**src/rtl/fifo_wr_arb.sv**
```systemverilog
// Round-robin arbiter sharing one FIFO write port among NUM_REQ requesters, with bursts capped at BURST_LEN beats.
// Optional macro FIFO_WR_ARB_ALM_THROTTLE_EN: almost-full blocks new grants and ends a burst early.
module fifo_wr_arb #(
   parameter int NUM_REQ   = 4,
   parameter int DATA_W    = 128,
   parameter int BURST_LEN = 8,
   localparam int OWN_W    = $clog2(NUM_REQ),
   localparam int BW       = $clog2(BURST_LEN + 1)
) (
   input  logic                      clk,
   input  logic                      rstn,
   input  logic [NUM_REQ-1:0]        i_req,
   input  logic [NUM_REQ*DATA_W-1:0] i_data,
   input  logic                      i_fifo_full,
   input  logic                      i_fifo_alm_full,
   output logic [NUM_REQ-1:0]        o_gnt,
   output logic                      o_wren,
   output logic [DATA_W-1:0]         o_wrdata,
   output logic                      o_busy,
   output logic [OWN_W-1:0]          o_owner
);

   typedef enum logic [1:0] {S_IDLE, S_BURST, S_STALL} state_t;

   localparam logic [BW-1:0] LAST_BEAT = BW'(BURST_LEN - 1);

`ifdef FIFO_WR_ARB_ALM_THROTTLE_EN
   localparam logic THROTTLE = 1'b1;
`else
   localparam logic THROTTLE = 1'b0;
`endif

   state_t             r_state;
   logic [NUM_REQ-1:0] r_gnt;
   logic [OWN_W-1:0]   r_owner;
   logic [OWN_W-1:0]   r_ptr;
   logic [BW-1:0]      r_beats;

   logic               w_throttle;
   logic               w_own_req;
   logic               w_found;
   logic [OWN_W-1:0]   w_next;
   logic [OWN_W-1:0]   w_cand;
   int                 w_idx;
   logic               w_end;

   assign w_throttle = THROTTLE & i_fifo_alm_full;
   assign w_own_req  = i_req[r_owner];

   // Search upward from the slot after the last owner so every waiting requester gets its turn.
   always_comb begin
      w_found = 1'b0;
      w_next  = '0;
      w_idx   = 0;
      w_cand  = '0;
      for (int i = 1; i <= NUM_REQ; i++) begin
         w_idx = int'(r_ptr) + i;
         if (w_idx >= NUM_REQ) w_idx = w_idx - NUM_REQ;
         w_cand = OWN_W'(w_idx);
         if (!w_found && i_req[w_cand]) begin
            w_found = 1'b1;
            w_next  = w_cand;
         end
      end
   end

   always_comb begin
      w_end = 1'b0;
      if (r_state == S_BURST)
         w_end = !w_own_req || (!i_fifo_full && ((r_beats == LAST_BEAT) || w_throttle));
      else if (r_state == S_STALL)
         w_end = !w_own_req;
   end

   always_ff @(posedge clk) begin
      if (rstn) begin
         r_state <= S_IDLE;
         r_gnt   <= '0;
         r_owner <= '0;
         r_ptr   <= OWN_W'(NUM_REQ - 1);
         r_beats <= '0;
      end else if (w_end) begin
         r_state <= S_IDLE;
         r_gnt   <= '0;
         r_owner <= '0;
         r_ptr   <= r_owner;
         if (r_state == S_BURST && w_own_req) r_beats <= r_beats + BW'(1);
      end else begin
         case (r_state)
            S_IDLE: begin
               if (w_found && !i_fifo_full && !w_throttle) begin
                  r_state <= S_BURST;
                  r_gnt   <= NUM_REQ'(1) << w_next;
                  r_owner <= w_next;
                  r_beats <= '0;
               end
            end
            S_BURST: begin
               if (i_fifo_full) r_state <= S_STALL;
               else             r_beats <= r_beats + BW'(1);
            end
            S_STALL: begin
               if (!i_fifo_full) r_state <= S_BURST;
            end
            default: r_state <= S_IDLE;
         endcase
      end
   end

   // Reset is qualified in so nothing is written during the cycle that aborts a burst.
   assign o_wren   = !rstn && (r_state == S_BURST) && w_own_req && !i_fifo_full;
   assign o_wrdata = i_data[int'(r_owner)*DATA_W +: DATA_W];
   assign o_gnt    = r_gnt;
   assign o_owner  = r_owner;
   assign o_busy   = (r_state != S_IDLE);

endmodule

```
**config.mk**
```make
export PLATFORM = sky130hd
export DESIGN_NAME = fifo_wr_arb
export DESIGN_NICKNAME = d
export VERILOG_FILES = /design/src/rtl/fifo_wr_arb.sv
export SDC_FILE = /design/constraint.sdc
export NUM_CORES = 1
export LEC_CHECK = 0
export ABC_AREA = 0
export BUFFER_PORTS_ARGS = -buffer_cell sky130_fd_sc_hd__buf_2
export CAP_MARGIN = 20
export CORE_AREA = 4 4 256 258
export CTS_CLUSTER_DIAMETER = 200
export DETAILED_ROUTE_END_ITERATION = 12
export DIE_AREA = 0 0 260 262
export GPL_TIMING_DRIVEN = 0
export MAX_ROUTING_LAYER = met4
export SYNTH_ARGS = -nofsm -noshare
export SYNTH_HDL_FRONTEND = slang
export SYNTH_SLANG_ARGS = --single-unit
```
**constraint.sdc**
```tcl
create_clock -name clk -period 3.1 [get_ports clk]
set_clock_uncertainty 0.1 [all_clocks]
set_input_delay 0.93 -clock clk [delete_from_list [all_inputs] [get_ports clk]]
set_output_delay 0.93 -clock clk [all_outputs]
set_load 0.01 [all_outputs]
```
# Yosys cells after proc, flatten, opt, wreduce, memory -nomap -nowiden

Cells that the tools add are included.

$add $sub $neg: 9
Order comparisons: 9
Equality and inequality tests: 9
Shift operators: 2
Mux-type cells: 33
Reductions and logical operators: 23

Operator list:

| operator                                                                            | count |
|---|---|
| 512-bit by 10-bit indexed part select with 128-bit output                           | 1 |
| 2-bit two-way mux                                                                   | 11 |
| 4-bit two-way mux                                                                   | 4 |
| 2-bit by 3-bit less-than comparator with 1-bit output, second input constant        | 5 |
| 1-bit two-way mux                                                                   | 11 |
| 1-bit binary-select mux with 2-bit select                                           | 5 |
| 3-bit greater-or-equal comparator, second input constant                            | 3 |
| 1-bit logical AND                                                                   | 9 |
| 4-bit case mux with 2 select lines                                                  | 1 |
| 2-bit by 1-bit subtractor with 2-bit output, second input constant                  | 4 |
| 2-bit by 2-bit adder with 3-bit output, second input constant                       | 2 |
| 1-bit zero test                                                                     | 6 |
| 2-bit inequality test, second input constant                                        | 3 |
| 3-bit inequality test, second input constant                                        | 2 |
| 2-bit case mux with 3 select lines                                                  | 1 |
| 2-bit by 3-bit adder with 4-bit output, second input constant                       | 1 |
| 4-bit by 1-bit adder with 4-bit output, second input constant                       | 1 |
| 4-bit by 3-bit == test with 1-bit output, second input constant                     | 1 |
| 4-bit by 3-bit greater-or-equal comparator with 1-bit output, second input constant | 1 |
| 4-bit AND reduction                                                                 | 1 |
| 1-bit by 2-bit << shifter with 4-bit output, first input constant                   | 1 |
| 2-bit by 1-bit adder with 3-bit output, second input constant                       | 1 |
| 3-bit AND reduction                                                                 | 1 |
| 3-bit nonzero test                                                                  | 1 |
| 8 further kinds                                                                     | 8 |

Register bits after elaboration: 14
Output and inout port bits: 136

# Logic depth before layout (Yosys ltp)

Depth after elaboration: 19
Gate-level depth with buffers: 6
Gate-level depth less buffers: 6

# Least setup slack after synthesis

OpenSTA, ideal clock, no wires.

Path type: input port to output port
Start: input port i_req[3]
End: output port o_wren
Arrival: 1.804 ns
Data required time: 2.070 ns
Setup slack: 0.266 ns
Cell stages on the path: 3
Path buffers: 0
Cell sequence: mux4_2 > and3_1 > nor2b_1

Word-level cells in the longest chain between the ends: 4

RTL lines:

| what                                      | RTL line | source |
|---|---|---|
| start, declared                           | 12       | `input logic [NUM_REQ-1:0] i_req,` |
| 1-bit binary-select mux with 2-bit select | 48       | `assign w_own_req = i_req[r_owner];` |
| 1-bit two-way mux (implied by the code)   | 48       |  |
| 1-bit logical AND (2 in a row)            | 111      | `assign o_wren = !rstn && (r_state == S_BURST) && w_own_req && !i_fifo_full;` |
| end, declared                             | 17       | `output logic o_wren,` |

Every way passes these cells. The select of a mux whose other input is x is not followed.

# Worst setup path after layout

Ends and elaborated chain as after synthesis.

==> results.toml <==
[placement]
place_inst = 1749
place.gp.congestion = 0.9037
place_hpwl_um = 42270
port_buffers = 653

[sta]
layout_min_cycle_time_ns = 3.070
maxSlewViolCount = 0
finalCritPeriodShare = 0.9903
setup_viol = 0
finalHoldViolations = 0
setup_tns_ns = 0
max_freq_mhz = 325.7
slew_headroom = 0.6213
worst_slew_pin_slew_ns = 0.5680

[die]
core-area_um2 = 62970
die_area_um2 = 68120
initial_core_util = 0.06019
io_pins = 656
chipWidth_um = 260
placementRows = 92
die_y_um = 262

[worst_setup_path]
reg2reg_slack_ns = 0.85
cp_max_fo = 6
critPathCapture = "o_wren"
endpoint_kind = "primary output"
timing.rr.start = "o_owner[1]$_SDFFE_PP0P_"
worstPathArrival_ns = 2.04
cp.required_ns = 2.07
reg2reg_depth = 8
cp-startpoint = "i_req[3]"
r2r_end = "o_owner[0]$_SDFFE_PP0P_"
worst_setup_path_start_kind = "primary input"
critical_path_class = "in -> out"

[job]
cap_violations = 0

[detailed_routing]
vias = 6107
wirelength_um = 46240
drc = 0
wl_per_cell_um = 25.92
ant_nets = 0
drtPass1Iterations = 4
vias_per_cell = 3.423
drt_iter0_drc = 429

[power]
cellLeakagePower_nw = 3.785
p_int_w = 0.001209
seqPwrFrac = 0.094
p_per_area_nw_per_um2 = 247.2
p_comb_frac = 0.775
power_switching_w = 0.0008921
p_clk_frac = 0.131
ir_worst_vdd_mv = 0.1808
netSwitchingFraction = 0.4246
fin_total_pwr_w = 0.002101

[cts]
cts_max_level = 1
insertion_delay_ns = 0.25
cts_sinks = 14
root_buffer = "clkbuf_16"
cts_tree = "done"
holdBufCountCts = 0
path_clk_slew_ns = 0.05
ctsLongestPathBuffers = 2
cts_inserted_buffers = 3

[finish]
area_growth_pct = 124.2
fin_nets = 1433
n_fill_cell = 7171
final_cells = 1784
drive_above_1_share = 0.9067

[global_route]
grt_pass1_wl_um = 55210
grt_util_met1 = 0.1330
use_met2 = 0.2112
antenna_found_initial = 51
grt-busiest-layer = "met2"
grt_usage = 0.1261
grt_max_degree = 11
grt_pass1_vias = 6251
grt_overflow_total = 0
met3_usage = 0.06514

[logic_synthesis]
avgSynthCellArea_um2 = 15.22
syn_inst = 249
ys_types = 34
synth-seq-cells = 14
synthTopCellsByArea = "mux4_2 (77%), dfxtp_1 (7.4%), buf_2 (2.0%)"
netlist.area_leader.share = 0.7666
yosysWarnings = 0
synth_nets = 770
netlist_area_um2 = 3790
yosysTopAreaCell = "mux4_2"
ys_seq_area_frac = 0.07395

[outcome]
status = "finished clean"

[worst_hold_path]
hp-class = "reg -> reg"
worst min-delay path by stage:
stage,startpoint,endpoint,slack [ns],cells past startpoint
4_1_cts,o_gnt[2]$_SDFFE_PP0P_,o_gnt[2]$_SDFFE_PP0P_,0.36,2
3_3_place_gp,o_gnt[2]$_SDFFE_PP0P_,o_gnt[2]$_SDFFE_PP0P_,0.34,2
3_5_place_dp,o_gnt[2]$_SDFFE_PP0P_,o_gnt[2]$_SDFFE_PP0P_,0.35,2
2_1_floorplan,r_beats[3]$_SDFFE_PP0P_,r_beats[3]$_SDFFE_PP0P_,0.34,1
6_report,o_gnt[2]$_SDFFE_PP0P_,o_gnt[2]$_SDFFE_PP0P_,0.36,2
5_1_grt,o_gnt[3]$_SDFFE_PP0P_,o_gnt[3]$_SDFFE_PP0P_,0.39,2
critical path: stages:
cell and delay, ns:
buf_2 0.13, mux4_2 0.48, and3_4 0.20, nor2b_1 0.13
buf_2 0.16
cells in the final DEF, fill, tap and decap left out, drive strengths merged, types with 2 or more instances in the layout:
master,instances
nor2b,3
a21oi,10
nor3,5
nand3b,2
o21ai,4
nor2,13
diode,27
dfxtp,14
inv,3
a211oi,2
nor3b,3
clkbuf,13
mux4,129
nand2,5
buf,684
nand2b,4
a311oi,2
sequential cells by signal, summed over array words and instances, names as in the netlist:
signal / flops
o_gnt: 4
r_beats: 4
o_owner: 2
r_ptr: 2
r_state: 2
area by class of cell:
| cell class | count | area, um2 | area share |
|---|---|---|---|
| timing repair buffer | 658 | 3348 | 0.3940 |
| clock buffer | 4 | 88.84 | 0.01045 |
| multi-input combinational | 197 | 3346 | 0.3937 |
| buffer | 35 | 297.8 | 0.03504 |
| tap | 846 | 1059 | 0.1246 |
| antenna | 27 | 67.56 | 0.007951 |
| sequential | 14 | 280.3 | 0.03298 |
| inverter | 3 | 11.26 | 0.001325 |
synth_stat cells:
cell type,n
nor3_1,5
nand2_1,5
inv_1,3
clkbuf_1,9
a2111oi_4,1
buf_1,10
or3_1,1
or4bb_1,1
nor2_1,13
a311oi_1,2
nand3b_1,2
nand3_1,1
o21bai_2,1
xor2_1,1
o21ai_0,4
a2bb2oi_1,1
or2_2,1
dfxtp_1,14
a41oi_1,1
nor3b_2,1
and3_1,1
o221a_2,1
mux4_2,129
a211oi_1,2
mux2i_1,1
nor2b_1,3
buf_6,1
nor3b_1,2
buf_2,15
a21oi_1,10
nor4_2,1
nand2b_1,4
or4_1,1
ha_1,1
per-layer routing:
layer | vias up | routed length (um)
li1 | 2526 | -
met1 | 2942 | 16250
met2 | 568 | 21570
met3 | 71 | 6983
met4 | 0 | 1443
met5 | - | 0
power groups by stage:
stage | clock network [W] | logic, W | registers, W
2_1_floorplan | 0 | 0.000707 | 0.000202
5_1_grt | 0.000286 | 0.00175 | 0.000199
3_5_place_dp | 0 | 0.00161 | 0.000201
6_report | 0.000274 | 0.00163 | 0.000198
4_1_cts | 0.000277 | 0.00168 | 0.000198
3_3_place_gp | 0 | 0.00160 | 0.000200
through the flow:
step                utilization  worst slack (ns)  cell area [um2]  hold slack, ns
finish                   0.1350           0.02996             8498          0.3588
global route             0.1349         -0.004448             8496          0.3916
floorplan                     -            0.2662             3790          0.3431
detailed placement       0.1294           -0.7275             8145          0.3518
global placement         0.1289            -1.282             8117          0.3417
CTS                      0.1333         0.0008715             8396          0.3570
kinds of logic (layout without fill, tap and decap cells):
family	Yosys count	in the layout	share of synthesized area
other	0	27	0
AND/OR/NAND/NOR	42	42	0.06174
adder cells (fa/ha/maj)	1	1	0.003301
multiplexers	130	130	0.7692
flip-flops	14	14	0.07395
XOR/XNOR	1	1	0.002311
AO/OA/AOI/OAI	23	23	0.04490
buffers and inverters	38	700	0.04457
timing repair:
action | 4_1_cts | 5_1_grt
setup buffers | 1 | 2
resized for setup | 48 | 5
gates cloned | 1 | 0
endpoints found under the setup margin | 129 | 17
(Power assumes the default switching activity.)
